==> src/rtl/imem_loader_pkg.sv <==
// Shared instruction-memory constants and loader state codes.
// Imported by the loader, its byte packer and the instruction memory.
package imem_loader_pkg;
  localparam int IMEM_DEPTH  = 32;
  localparam int IMEM_ADDR_W = 5;
  localparam int INSTR_W     = 32;

  localparam logic [1:0] IDLE  = 2'd0;
  localparam logic [1:0] RECV  = 2'd1;
  localparam logic [1:0] WRITE = 2'd2;
  localparam logic [1:0] DONE  = 2'd3;
endpackage

==> src/rtl/imem_loader_byte_packer.sv <==
// Packs four little-endian bytes into one instruction word.
// The word register is loaded as byte 3 arrives and holds until the next word.
module byte_packer
  import imem_loader_pkg::*;
(
  input  logic               clk,
  input  logic               rst_n,
  input  logic               clr,
  input  logic               push,
  input  logic [7:0]         din,
  output logic               full,
  output logic               word_valid,
  output logic [INSTR_W-1:0] word
);
  logic [1:0]  byte_cnt;
  logic [23:0] sr;

  // Only three bytes are buffered; the fourth goes straight into the word.
  assign full = push & (byte_cnt == 2'd3);

  always_ff @(posedge clk or negedge rst_n) begin
    if (!rst_n) begin
      byte_cnt   <= 2'd0;
      sr         <= '0;
      word       <= '0;
      word_valid <= 1'b0;
    end else if (clr) begin
      byte_cnt   <= 2'd0;
      sr         <= '0;
      word_valid <= 1'b0;
    end else begin
      word_valid <= full;
      if (push) begin
        byte_cnt <= byte_cnt + 2'd1;
        sr       <= {din, sr[23:8]};
        if (full) word <= {din, sr};
      end
    end
  end
endmodule

==> src/rtl/imem_loader.sv <==
// Byte-stream loader for the instruction memory write port.
// Holds the core for the whole load and writes words to consecutive addresses.
module imem_loader
  import imem_loader_pkg::*;
#(
  parameter int DEPTH  = IMEM_DEPTH,
  parameter int ADDR_W = IMEM_ADDR_W
) (
  input  logic          clk,
  input  logic          rst_n,
  input  logic          start,
  input  logic [ADDR_W:0] len,
  input  logic          abort,
  input  logic          in_valid,
  input  logic [7:0]    in_data,
  output logic          in_ready,
  output logic          mem_we,
  output logic [31:0]   mem_addr,
  output logic [31:0]   mem_wdata,
  output logic          cpu_hold,
  output logic          busy,
  output logic          done,
  output logic          err
);
  localparam logic [ADDR_W:0] DEPTH_L = (ADDR_W+1)'(DEPTH);

  logic [1:0]        state;
  logic [ADDR_W:0]   len_q;
  logic [ADDR_W-1:0] word_cnt;
  logic [ADDR_W-1:0] addr_q;
  logic              err_q;
  logic              len_ok, take_start, kill, push, full, word_valid;
  logic [INSTR_W-1:0] word;

  assign len_ok     = (len != '0) && (len <= DEPTH_L);
  assign take_start = (state == IDLE) & start & len_ok;
  assign kill       = abort & (state != IDLE);
  assign push       = in_valid & in_ready & ~abort;

  byte_packer u_pack (
    .clk        (clk),
    .rst_n      (rst_n),
    .clr        (kill | take_start),
    .push       (push),
    .din        (in_data),
    .full       (full),
    .word_valid (word_valid),
    .word       (word)
  );

  always_ff @(posedge clk or negedge rst_n) begin
    if (!rst_n) begin
      state    <= IDLE;
      len_q    <= '0;
      word_cnt <= '0;
      addr_q   <= '0;
      err_q    <= 1'b0;
    end else begin
      case (state)
        IDLE: begin
          if (start) begin
            if (len_ok) begin
              len_q    <= len;
              word_cnt <= '0;
              err_q    <= 1'b0;
              state    <= RECV;
            end else begin
              err_q <= 1'b1;
            end
          end
        end
        RECV: begin
          if (abort) state <= IDLE;
          else if (full) begin
            addr_q <= word_cnt;
            state  <= WRITE;
          end
        end
        WRITE: begin
          if (abort) state <= IDLE;
          else if ({1'b0, word_cnt} == len_q - (ADDR_W+1)'(1)) state <= DONE;
          else begin
            word_cnt <= word_cnt + ADDR_W'(1);
            state    <= RECV;
          end
        end
        DONE:    state <= IDLE;
        default: state <= IDLE;
      endcase
    end
  end

  // The write strobe is a flop; abort landing on the WRITE cycle still cancels it.
  assign mem_we    = word_valid & ~abort;
  assign mem_addr  = {{(32-ADDR_W){1'b0}}, addr_q};
  assign mem_wdata = word;
  assign in_ready  = (state == RECV);
  assign busy      = (state == RECV) | (state == WRITE);
  assign cpu_hold  = (state != IDLE);
  assign done      = (state == DONE);
  assign err       = err_q;
endmodule

==> config.mk <==
export PLATFORM = sky130hd
export DESIGN_NAME = imem_loader
export DESIGN_NICKNAME = d
export VERILOG_FILES = /design/src/rtl/imem_loader_pkg.sv /design/src/rtl/imem_loader_byte_packer.sv /design/src/rtl/imem_loader.sv
export SDC_FILE = /design/constraint.sdc
export NUM_CORES = 1
export LEC_CHECK = 0
export BUFFER_PORTS_ARGS = -buffer_cell sky130_fd_sc_hd__clkbuf_2
export CAP_MARGIN = 20
export CORE_ASPECT_RATIO = 0.75
export CORE_MARGIN = 4
export CORE_UTILIZATION = 55
export DETAILED_ROUTE_END_ITERATION = 8
export GPL_TIMING_DRIVEN = 0
export PLACE_DENSITY = 0.78
export SETUP_SLACK_MARGIN = 0.2
export SLEW_MARGIN = 15
export SYNTH_ARGS = -nofsm -noshare
export SYNTH_HDL_FRONTEND = slang
export SYNTH_SLANG_ARGS = --single-unit
==> constraint.sdc <==
create_clock -name clk -period 3.7 [get_ports clk]
set_input_delay 0.74 -clock clk [delete_from_list [all_inputs] [get_ports clk]]
set_output_delay 0.74 -clock clk [all_outputs]
set_load 0.1 [all_outputs]
==> results_tabular.tex, run 1 <==
\begin{tabular}{lr}
\hline
Metric & Value \\
\hline
\multicolumn{2}{l}{\textbf{Run status}} \\
Result of the run & completed \\
\multicolumn{2}{l}{\textbf{Critical path}} \\
R2R setup slack & 1.47 ns \\
Type of the worst setup path & reg2out \\
CP Data Arrival Time & roughly 1.7 ns \\
Slowest CP cell & clkbuf\_2 \\
Worst path max stage delay & approximately 0.46 ns \\
Startpoint type of the worst setup path & flop \\
Critical path required time & 2.96 ns \\
Worst R2R Start & state[1]\$\_DFFE\_PN0P\_ \\
CP dominant cell by count & inv\_1 \\
Worst setup EP type & output port \\
Maximum fanout along the worst path & 7 \\
Capturing point of the worst reg2reg path & u\_pack.word[24]\$\_DFFE\_PN0P\_ \\
Count of cells along the worst register-to-register path & 8 \\
Cell chain of the critical path & inv\_1, ha\_1, inv\_1, clkbuf\_2 \\
\multicolumn{2}{l}{\textbf{Synthesis}} \\
Number of different library cells in the post-synthesis netlist & 43 \\
Synthesized flop and latch total & 78 \\
Area share of the largest cell type after synthesis & approximately half \\
Fraction of synthesis flops using an asynchronous set or reset pin & 100.0\% \\
Number of warning messages in the yosys log & 0 \\
Part of the Yosys area used for sequential elements & between 50\% and 60\% \\
Post-Syn Instances & around 330 \\
Syn avg cell area & roughly 11 um\^{}2 \\
Commonest register cell after synthesis & dfrtp\_1 \\
Dominant cells by area after synthesis & dfrtp\_1 52\%, mux2\_4 12\%, nand2\_1 6.2\% \\
Post-synth top area cell & dfrtp\_1 \\
Number of synthesized flops with an enable pin & 0 \\
Combined area of all synthesized cells & about 3800 um\^{}2 \\
\multicolumn{2}{l}{\textbf{Power and ir drop}} \\
Areal power density over the cells & a little over 600 nW/um\^{}2 \\
IR Drop Worst-Case VDD & 0.0004658 V \\
Overall power consumption & roughly 2.7 mW \\
Cell leakage power & between 2 and 2.5 nW \\
\multicolumn{2}{l}{\textbf{Global route}} \\
Wire length of the first global-routing pass & approximately 13000 um \\
Maximum number of pins on one net before global-route repair & 47 \\
Overflow left after global routing & 0 \\
Global Route Usage Sum & about 20\% \\
Vias in the first global route & around 2700 \\
Initial antenna violation count & 0 \\
\multicolumn{2}{l}{\textbf{Timing}} \\
Worst setup skew after layout & about 0.0084 ns \\
Period utilisation layout & roughly 66\% \\
Highest attainable clock frequency & a little over 400 MHz \\
Minimum clock period after layout & 2.442 ns \\
Setup tns final & 0 ns \\
Least-Margin Pin Slew & around 0.56 ns \\
Tightest slew margin relative to the limit & about 63\% \\
Hold Fails Final Rpt & 0 \\
Final max-slew violation count & 0 \\
Setup repair after global routing missed its margin & false \\
Worst Slack Setup Final & 1.258 ns \\
Final setup violation count & 0 \\
\multicolumn{2}{l}{\textbf{Place}} \\
Dpl hpwl & approximately 5600 um \\
Post-place setup slack & about 1.3 ns \\
Count of placed standard cells including taps & 498 \\
Routability cong. & approximately 0.85 \\
Number of buffers inserted by port buffering & 61 \\
Placed cell areas & between 4000 and 5000 um\^{}2 \\
\multicolumn{2}{l}{\textbf{Routing}} \\
Avg Vias per Cell & between 5 and 6 \\
Via total after detailed routing & between 2000 and 3000 \\
Wire length reported by the detailed router & between 7000 and 8000 um \\
Iter 0 DRT Violations & approximately 180 \\
Post-detailed-route count of antenna-violating nets & 0 \\
DR pass1 iterations & 4 \\
Residual DRC & 0 \\
Routed length per placed instance & 14.88 um \\
\multicolumn{2}{l}{\textbf{CTS}} \\
CTS H-tree depth & 3 \\
Latest clock arrival within the worst-skew pair & 0.36 ns \\
Number of instances resized during post-cts repair & 0 \\
Post-CTS Setup Repair Bufs & 0 \\
Cell chosen for the clock root & clkbuf\_8 \\
Clk sinks & between 70 and 80 \\
Max Root-Sink Buffers & 2 \\
TritonCTS clock tree & built \\
Clk slew on worst S/H paths & 0.08 ns \\
Number of clock buffers inserted by TritonCTS & 9 \\
Post-CTS Hold Buffers & 0 \\
\multicolumn{2}{l}{\textbf{Floorplan}} \\
Die Y-Extent & about 80 um \\
Starting utilization of the core area & 58.07\% \\
Horiz. Die Dim & about 100 um \\
Core ar. & $\sim$6500 um\^{}2 \\
I/O pin count & 89 \\
Count of standard-cell rows & 25 \\
Die area & 8237 um\^{}2 \\
\multicolumn{2}{l}{\textbf{Finish}} \\
Nets & between 400 and 500 \\
\# diodes & 0 \\
Number of fill cells in the layout & slightly below 500 \\
Area taken by flip-flops and latches & $\sim$2000 um\^{}2 \\
Share of final-layout standard cells stronger than drive strength 1 & 36.49\% \\
Footprint of the multi-input gates & 1574 um\^{}2 \\
Non-filler cells in the finished layout & approximately 510 \\
Area growth from synthesis to layout & 20.30\% \\
Finished layout cell area & $\sim$4500 um\^{}2 \\
\multicolumn{2}{l}{\textbf{Flow run}} \\
Number of max-cap violations & 0 \\
\multicolumn{2}{l}{\textbf{Hold path}} \\
Worst min path class & in2async \\
\hline
\end{tabular}
## state kept, by name, summed over array words and instances, names as in the netlist
register	count
len_q	6
err	1
u_pack.sr	24
u_pack.word_valid	1
state	2
word_cnt	5
u_pack.word	32
u_pack.byte_cnt	2
addr_q	5
## critical path, delay by kind of cell (launching register included)
family	cells	cell delay [ns]
DFF	1	0.41
adders and majority gates	1	0.29
buffers and inverters	3	0.65
## stage by stage
stage               hold WS, ns  utilization [%]
finish                   0.3633            69.86
detailed placement       0.4780            66.32
global route             0.3879            69.86
CTS                      0.3653            69.86
floorplan                0.4444                -
global placement         0.4701            65.86
## logic make-up (layout without fill, tap and decap cells)
logic type | count (synthesis) | in the layout | share of synthesized area [%]
AO/OA/AOI/OAI | 50 | 50 | 7.987
XOR/XNOR | 7 | 7 | 1.631
adder cells (fa/ha/maj) | 7 | 7 | 2.329
buffers and inverters | 51 | 129 | 8.819
flip-flops | 78 | 78 | 51.91
multiplexers | 41 | 41 | 15.21
other | 1 | 27 | 0.09974
AND/OR/NAND/NOR | 94 | 94 | 12.01
## worst max-delay path by stage
| stage | startpoint | end | depth (start not counted) |
|---|---|---|---|
| 2_1_floorplan | abort | mem_we | 1 |
| 3_3_place_gp | rst_n | u_pack.word[6]$_DFFE_PN0P_ | 1 |
| 3_5_place_dp | len[1] | u_pack.sr[14]$_DFFE_PN0P_ | 9 |
| 4_1_cts | state[0]$_DFFE_PN0P_ | cpu_hold | 4 |
| 5_1_grt | state[0]$_DFFE_PN0P_ | cpu_hold | 4 |
| 6_report | state[0]$_DFFE_PN0P_ | cpu_hold | 4 |
## power by group
part           switching, mW  total [mW]  internal [mW]
Clock                  0.332       0.722          0.390
Sequential            0.0939        1.04          0.944
Combinational          0.708       0.971          0.263
Total                   1.13        2.73           1.60
## metal layers
metal,routed length [um],track usage (%)
met5,0,0
met4,125,7.891
met3,619,5.502
met2,3340,29.90
met1,3564,28.64
## area by class of cell
type | count | area share (%)
Buffer | 41 | 6.501
Clock buffer | 9 | 2.739
Clock inverter | 7 | 2.324
Inverter | 10 | 0.8299
Multi-Input combinational cell | 226 | 34.80
Sequential cell | 78 | 43.15
Tap cell | 81 | 2.241
Timing Repair Buffer | 62 | 7.414
## cells in the mapped netlist, drive strengths merged (5+ instances only)
| master | number |
|---|---|
| clkbuf | 5 |
| mux2 | 39 |
| buf | 36 |
| ha | 7 |
| dfrtp | 78 |
| nand2 | 62 |
| inv | 10 |
| nor2 | 6 |
| o21ai | 6 |
| a21oi | 28 |
## placed cells by master (no fill, tap or decap), types with 2 or more instances in the layout
cell	instances
inv_6	2
mux2i_1	2
o21ai_0	6
nor2_1	6
bufinv_16	2
a21boi_0	2
a21oi_1	27
clkbuf_2	60
nor3_1	3
a221oi_1	2
inv_1	10
xnor2_1	4
buf_6	4
conb_1	27
buf_2	4
nand2_1	62
nor2b_1	4
clkbuf_8	9
a21o_1	2
nand2b_1	2
dfrtp_1	78
buf_4	28
xor2_1	3
mux2_2	9
ha_1	7
nand3_1	3
mux2_4	30
or2_1	3
clkbuf_1	5
nand3b_1	3
o22ai_1	3
No activity file was read; power rests on OpenSTA's default activity.
==> run 2, diff against run 1 <==
CORE_UTILIZATION = 54   (was 55)
PLACE_DENSITY = 0.77   (was 0.78)
clock period = 2.55 ns   (was 3.7 ns; I/O delays follow)
==> results_tabular.tex, run 2 (synthesized netlist as in run 1, its figures left out) <==
\begin{tabular}{lr}
\hline
Metric & Value \\
\hline
\multicolumn{2}{l}{\textbf{Run status}} \\
Result of the run & completed (unchanged) \\
\multicolumn{2}{l}{\textbf{Routing}} \\
Routed length per placed instance & 14.95 um (was 14.88 um) \\
DR pass1 iterations & 4 (unchanged) \\
Residual DRC & 0 (unchanged) \\
Post-detailed-route count of antenna-violating nets & 0 (unchanged) \\
Avg Vias per Cell & 4.992 (was 5.076) \\
Via total after detailed routing & 2581 (was 2609) \\
Iter 0 DRT Violations & 142 (was 175) \\
Wire length reported by the detailed router & 7730 um (was 7649 um) \\
\multicolumn{2}{l}{\textbf{Timing}} \\
Final setup violation count & 0 (unchanged) \\
Least-Margin Pin Slew & 0.5444 ns (was 0.5638 ns) \\
Worst setup skew after layout & 0.01143 ns (was 0.008380 ns) \\
Tightest slew margin relative to the limit & 63.86\% (was 62.57\%) \\
Minimum clock period after layout & $\sim$2.3 ns \\
Setup repair after global routing missed its margin & true (was false) \\
Setup tns final & 0 ns (unchanged) \\
Period utilisation layout & about nine tenths \\
Final max-slew violation count & 0 (unchanged) \\
Hold Fails Final Rpt & 0 (unchanged) \\
Highest attainable clock frequency & about 440 MHz \\
\multicolumn{2}{l}{\textbf{Power and ir drop}} \\
Cell leakage power & 2.390 nW (was 2.399 nW) \\
IR Drop Worst-Case VDD & 0.0007440 V (was 0.0004658 V) \\
Areal power density over the cells & 864.0 nW/um\^{}2 (was 603.7 nW/um\^{}2) \\
\multicolumn{2}{l}{\textbf{Global route}} \\
Wire length of the first global-routing pass & 12560 um (was 12880 um) \\
Global Route Usage Sum & 19.16\% (was 20.34\%) \\
Overflow left after global routing & 0 (unchanged) \\
Initial antenna violation count & 0 (unchanged) \\
Vias in the first global route & 2567 (was 2720) \\
Maximum number of pins on one net before global-route repair & 43 (was 47) \\
\multicolumn{2}{l}{\textbf{Floorplan}} \\
Core ar. & 6799 um\^{}2 (was 6475 um\^{}2) \\
Die area & 8376 um\^{}2 (was 8237 um\^{}2) \\
Count of standard-cell rows & 26 (was 25) \\
I/O pin count & 89 (unchanged) \\
Starting utilization of the core area & 55.30\% (was 58.07\%) \\
Die Y-Extent & 80.27 um (was 79.61 um) \\
Horiz. Die Dim & 104.4 um (was 103.5 um) \\
\multicolumn{2}{l}{\textbf{CTS}} \\
Post-CTS Hold Buffers & 0 (unchanged) \\
Number of instances resized during post-cts repair & 0 (unchanged) \\
Latest clock arrival within the worst-skew pair & 0.35 ns (was 0.36 ns) \\
Post-CTS Setup Repair Bufs & 0 (unchanged) \\
Max Root-Sink Buffers & 2 (unchanged) \\
CTS H-tree depth & 3 (unchanged) \\
Clk slew on worst S/H paths & 0.08 ns (about the same) \\
Cell chosen for the clock root & clkbuf\_8 (unchanged) \\
TritonCTS clock tree & built (unchanged) \\
Number of clock buffers inserted by TritonCTS & 9 (unchanged) \\
Clk sinks & 78 (unchanged) \\
\multicolumn{2}{l}{\textbf{Flow run}} \\
Number of max-cap violations & 0 (unchanged) \\
\multicolumn{2}{l}{\textbf{Critical path}} \\
Type of the worst setup path & reg2out (unchanged) \\
CP Data Arrival Time & 1.75 ns (was 1.70 ns) \\
Slowest CP cell & dfrtp\_1 (was clkbuf\_2) \\
Cell chain of the critical path & inv\_1, ha\_1, inv\_1, buf\_2 (was inv\_1, ha\_1, inv\_1, clkbuf\_2) \\
Maximum fanout along the worst path & 7 (unchanged) \\
Critical path required time & 2.04 ns (was 2.96 ns) \\
Worst path max stage delay & 0.46 ns (about the same) \\
Worst setup EP type & output port (unchanged) \\
CP dominant cell by count & inv\_1 (unchanged) \\
Startpoint type of the worst setup path & flop (unchanged) \\
\multicolumn{2}{l}{\textbf{Place}} \\
Dpl hpwl & 5690 um (was 5609 um) \\
Count of placed standard cells including taps & 501 (was 498) \\
Placed cell areas & 4305 um\^{}2 (was 4294 um\^{}2) \\
Number of buffers inserted by port buffering & 61 (unchanged) \\
Routability cong. & 0.8536 (was 0.8463) \\
\multicolumn{2}{l}{\textbf{Finish}} \\
Finished layout cell area & 4516 um\^{}2 (was 4523 um\^{}2) \\
Number of flip-flops under the largest register name & 32 (unchanged) \\
Commonest cells after routing, fill and taps aside & 78 x dfrtp\_1, 62 x nand2\_1, 59 x clkbuf\_2 (was 78 x dfrtp\_1, 62 x nand2\_1, 60 x clkbuf\_2) \\
Footprint of the multi-input gates & 1592 um\^{}2 (was 1574 um\^{}2) \\
Nets & 454 (unchanged) \\
Core occupancy in the finished layout & 66.42\% (was 69.86\%) \\
Number of fill cells in the layout & 541 (was 481) \\
\# diodes & 0 (unchanged) \\
Area taken by flip-flops and latches & 1952 um\^{}2 (unchanged) \\
Register with the most flip-flops & u\_pack.word (unchanged) \\
Share of final-layout standard cells stronger than drive strength 1 & 37.18\% (was 36.49\%) \\
Largest registers ranked by flip-flop count & u\_pack.word (32), u\_pack.sr (24), len\_q (6) (unchanged) \\
Non-filler cells in the finished layout & 517 (was 514) \\
Leading cell type in the layout, fill and taps excluded & dfrtp\_1 (unchanged) \\
Area growth from synthesis to layout & 20.10\% (was 20.30\%) \\
\multicolumn{2}{l}{\textbf{Hold path}} \\
Worst min path class & in2async (unchanged) \\
\hline
\end{tabular}
==> run 2: layout make-up <==
class                      count  area share [%]
clock buffer                  11           3.353
sequential                    78           43.23
buffer                        41           6.512
timing repair buffer          62           7.260
multi-input combinational    226           35.25
tap                           84           2.328
clock inverter                 5           1.247
inverter                      10          0.8313
==> run 2: path summary, 6_finish.rpt <==
check	startpoint	end	slack (ns)	depth (start not counted)
worst max-delay path	state[0]$_DFFE_PN0P_	cpu_hold	0.29	4
worst min-delay path	rst_n	len_q[3]$_DFFE_PN0P_	0.16	1
worst max register to register	state[1]$_DFFE_PN0P_	u_pack.word[26]$_DFFE_PN0P_	0.40	8
worst min register to register	addr_q[3]$_DFFE_PN0P_	addr_q[3]$_DFFE_PN0P_	0.48	2
max in group asynchronous	rst_n	u_pack.word[11]$_DFFE_PN0P_	1.80	2
min in group clk	in_data[7]	u_pack.sr[23]$_DFFE_PN0P_	0.38	3
==> run 2: metal layers <==
| layer | wire [um] | vias up | share of wire [%] | track usage, % |
|---|---|---|---|---|
| met2 | 3525 | 84 | 46 | 29.83 |
| met4 | 104 | 0 | 1.3 | 6.507 |
| met5 | 0 | - | 0 | 0 |
| met3 | 412 | 11 | 5.3 | 4.739 |
| met1 | 3687 | 1231 | 48 | 26.40 |
| li1 | - | 1255 | - | - |
==> run 2: stage by stage <==
stage               power [mW]  setup slack, ns  hold slack (ns)
floorplan                2.696           0.3273           0.2144
global placement         2.903           0.2657           0.4670
detailed placement       2.956           0.3225           0.4727
CTS                      3.911           0.2568           0.1646
global route             4.092           0.1988           0.1727
finish                   3.902           0.2851           0.1567
==> run 2: critical path: cells and delay by family, from the launching register on <==
family	cells	cell delay, ns
buffers and inverters	3	0.65
DFF	1	0.46
adders and majority gates	1	0.31
==> run 2: power breakdown <==
group | switching [mW] | internal [mW] | total [mW] | leakage (nW)
clock | 0.453 | 0.506 | 0.959 | 0.106
combinational | 1.04 | 0.391 | 1.43 | 1.22
sequential | 0.143 | 1.37 | 1.51 | 1.07
total | 1.63 | 2.27 | 3.90 | 2.39
==> run 3, diff against run 2 <==
MAX_ROUTING_LAYER = met4   (was default)
==> results_tabular.tex, run 3 (synthesized netlist as in run 1, its figures left out) <==
\begin{tabular}{lr}
\hline
Metric & Value \\
\hline
\multicolumn{2}{l}{\textbf{Run status}} \\
Result of the run & completed (unchanged) \\
\multicolumn{2}{l}{\textbf{Floorplan}} \\
Horiz. Die Dim & 104.4 um (unchanged) \\
Starting utilization of the core area & 55.30\% (unchanged) \\
Core ar. & 6799 um\^{}2 (unchanged) \\
I/O pin count & 89 (unchanged) \\
Die Y-Extent & 80.27 um (unchanged) \\
Count of standard-cell rows & 26 (unchanged) \\
Die area & 8376 um\^{}2 (unchanged) \\
\multicolumn{2}{l}{\textbf{CTS}} \\
Max Root-Sink Buffers & 2 (unchanged) \\
Post-CTS Hold Buffers & 0 (unchanged) \\
Latest clock arrival within the worst-skew pair & 0.35 ns (about the same) \\
TritonCTS clock tree & built (unchanged) \\
Clk sinks & 78 (unchanged) \\
CTS H-tree depth & 3 (unchanged) \\
Post-CTS Setup Repair Bufs & 0 (unchanged) \\
Cell chosen for the clock root & clkbuf\_8 (unchanged) \\
Number of clock buffers inserted by TritonCTS & 9 (unchanged) \\
Clk slew on worst S/H paths & 0.08 ns (about the same) \\
Number of instances resized during post-cts repair & 0 (unchanged) \\
\multicolumn{2}{l}{\textbf{Power and ir drop}} \\
Areal power density over the cells & 864.9 nW/um\^{}2 (was 864.0 nW/um\^{}2) \\
Cell leakage power & 2.390 nW (unchanged) \\
IR Drop Worst-Case VDD & 0.0007452 V (was 0.0007440 V) \\
Overall power consumption & 3.905 mW (was 3.902 mW) \\
\multicolumn{2}{l}{\textbf{Finish}} \\
Largest registers ranked by flip-flop count & u\_pack.word (32), u\_pack.sr (24), len\_q (6) (unchanged) \\
Footprint of the multi-input gates & 1592 um\^{}2 (unchanged) \\
Number of flip-flops under the largest register name & 32 (unchanged) \\
Register with the most flip-flops & u\_pack.word (unchanged) \\
Leading cell type in the layout, fill and taps excluded & dfrtp\_1 (unchanged) \\
Finished layout cell area & 4516 um\^{}2 (unchanged) \\
Number of fill cells in the layout & 541 (unchanged) \\
\# diodes & 0 (unchanged) \\
Nets & 454 (unchanged) \\
Area taken by flip-flops and latches & 1952 um\^{}2 (unchanged) \\
Share of final-layout standard cells stronger than drive strength 1 & 37.18\% (unchanged) \\
Area growth from synthesis to layout & 20.10\% (unchanged) \\
Commonest cells after routing, fill and taps aside & 78 x dfrtp\_1, 62 x nand2\_1, 59 x clkbuf\_2 (unchanged) \\
\multicolumn{2}{l}{\textbf{Timing}} \\
Worst setup skew after layout & 0.01064 ns (was 0.01143 ns) \\
Final setup violation count & 0 (unchanged) \\
Final max-slew violation count & 0 (unchanged) \\
Setup tns final & 0 ns (unchanged) \\
Minimum clock period after layout & 2.268 ns (was 2.265 ns) \\
Setup repair after global routing missed its margin & true (unchanged) \\
Least-Margin Pin Slew & 0.5445 ns (was 0.5444 ns) \\
Period utilisation layout & 88.95\% (was 88.82\%) \\
Hold Fails Final Rpt & 0 (unchanged) \\
Tightest slew margin relative to the limit & 63.86\% (about the same) \\
Highest attainable clock frequency & 440.9 MHz (was 441.5 MHz) \\
\multicolumn{2}{l}{\textbf{Routing}} \\
Post-detailed-route count of antenna-violating nets & 0 (unchanged) \\
Iter 0 DRT Violations & 154 (was 142) \\
Avg Vias per Cell & 4.971 (was 4.992) \\
Wire length reported by the detailed router & 7742 um (was 7730 um) \\
Routed length per placed instance & 14.97 um (was 14.95 um) \\
Residual DRC & 0 (unchanged) \\
DR pass1 iterations & 5 (was 4) \\
Via total after detailed routing & 2570 (was 2581) \\
\multicolumn{2}{l}{\textbf{Place}} \\
Dpl hpwl & 5690 um (unchanged) \\
Placed cell areas & 4305 um\^{}2 (unchanged) \\
Number of buffers inserted by port buffering & 61 (unchanged) \\
Routability cong. & 0.8672 (was 0.8536) \\
\multicolumn{2}{l}{\textbf{Critical path}} \\
Number of buffers and inverters on the critical path & 3 (unchanged) \\
Maximum fanout along the worst path & 7 (unchanged) \\
Critical path required time & 2.04 ns (about the same) \\
Worst path max stage delay & 0.46 ns (about the same) \\
Worst setup EP type & output port (unchanged) \\
Cell family with the largest share of critical-path delay & buffers and inverters (unchanged) \\
Slowest CP cell & dfrtp\_1 (unchanged) \\
Cell chain of the critical path & inv\_1, ha\_1, inv\_1, buf\_2 (unchanged) \\
Startpoint type of the worst setup path & flop (unchanged) \\
CP dominant cell by count & inv\_1 (unchanged) \\
Type of the worst setup path & reg2out (unchanged) \\
CP Data Arrival Time & 1.76 ns (was 1.75 ns) \\
\multicolumn{2}{l}{\textbf{Flow run}} \\
Number of max-cap violations & 0 (unchanged) \\
\multicolumn{2}{l}{\textbf{Global route}} \\
Global Route Usage Sum & 19.70\% (was 19.16\%) \\
Initial antenna violation count & 0 (unchanged) \\
Maximum number of pins on one net before global-route repair & 43 (unchanged) \\
Wire length of the first global-routing pass & 12540 um (was 12560 um) \\
Overflow left after global routing & 0 (unchanged) \\
Vias in the first global route & 2572 (was 2567) \\
\multicolumn{2}{l}{\textbf{Hold path}} \\
Worst min path class & in2async (unchanged) \\
\hline
\end{tabular}
run 3: cell counts in the layout (fill, tap and decap cells not counted):
No cell type changed its count.
run 3: cell type report:
cell class                 count  share of cell area, %
buffer                        41                  6.512
clock buffer                  11                  3.353
tap                           84                  2.328
clock inverter                 5                  1.247
timing repair buffer          62                  7.260
sequential                    78                  43.23
inverter                      10                 0.8313
multi-input combinational    226                  35.25
run 3: per-layer routing:
layer	part of all wire (%)	track usage, %
met5	0	-
met4	1.4	6.507
met3	5.2	4.739
met2	45	29.83
met1	48	26.40
run 3: power by group:
group          switching [mW]  total, mW  internal [mW]
combinational            1.04       1.43          0.391
clock                   0.456      0.962          0.506
sequential              0.143       1.51           1.37
run 3: worst paths after layout:
path | from | endpoint | slack [ns] | depth (start not counted)
max in group asynchronous | rst_n | u_pack.word[11]$_DFFE_PN0P_ | 1.81 | 2
max reg2reg | state[1]$_DFFE_PN0P_ | word_cnt[0]$_DFFE_PN0P_ | 0.41 | 6
max | state[0]$_DFFE_PN0P_ | cpu_hold | 0.28 | 4
min in group clk | in_data[7] | u_pack.sr[23]$_DFFE_PN0P_ | 0.38 | 3
min reg2reg | addr_q[3]$_DFFE_PN0P_ | addr_q[3]$_DFFE_PN0P_ | 0.48 | 2
min | rst_n | len_q[3]$_DFFE_PN0P_ | 0.15 | 1
run 3: metrics by stage:
step | utilization (%) | cells | hold slack, ns | setup slack (ns)
final | 66.42 | 517 | 0.1533 | 0.2817
after global routing | 66.42 | 517 | 0.1710 | 0.1988
after floorplan | - | 355 | 0.2144 | 0.3273
after CTS | 66.38 | 517 | 0.1646 | 0.2568
after detailed placement | 63.32 | 501 | 0.4727 | 0.3225
after global placement | 62.99 | 500 | 0.4670 | 0.2657
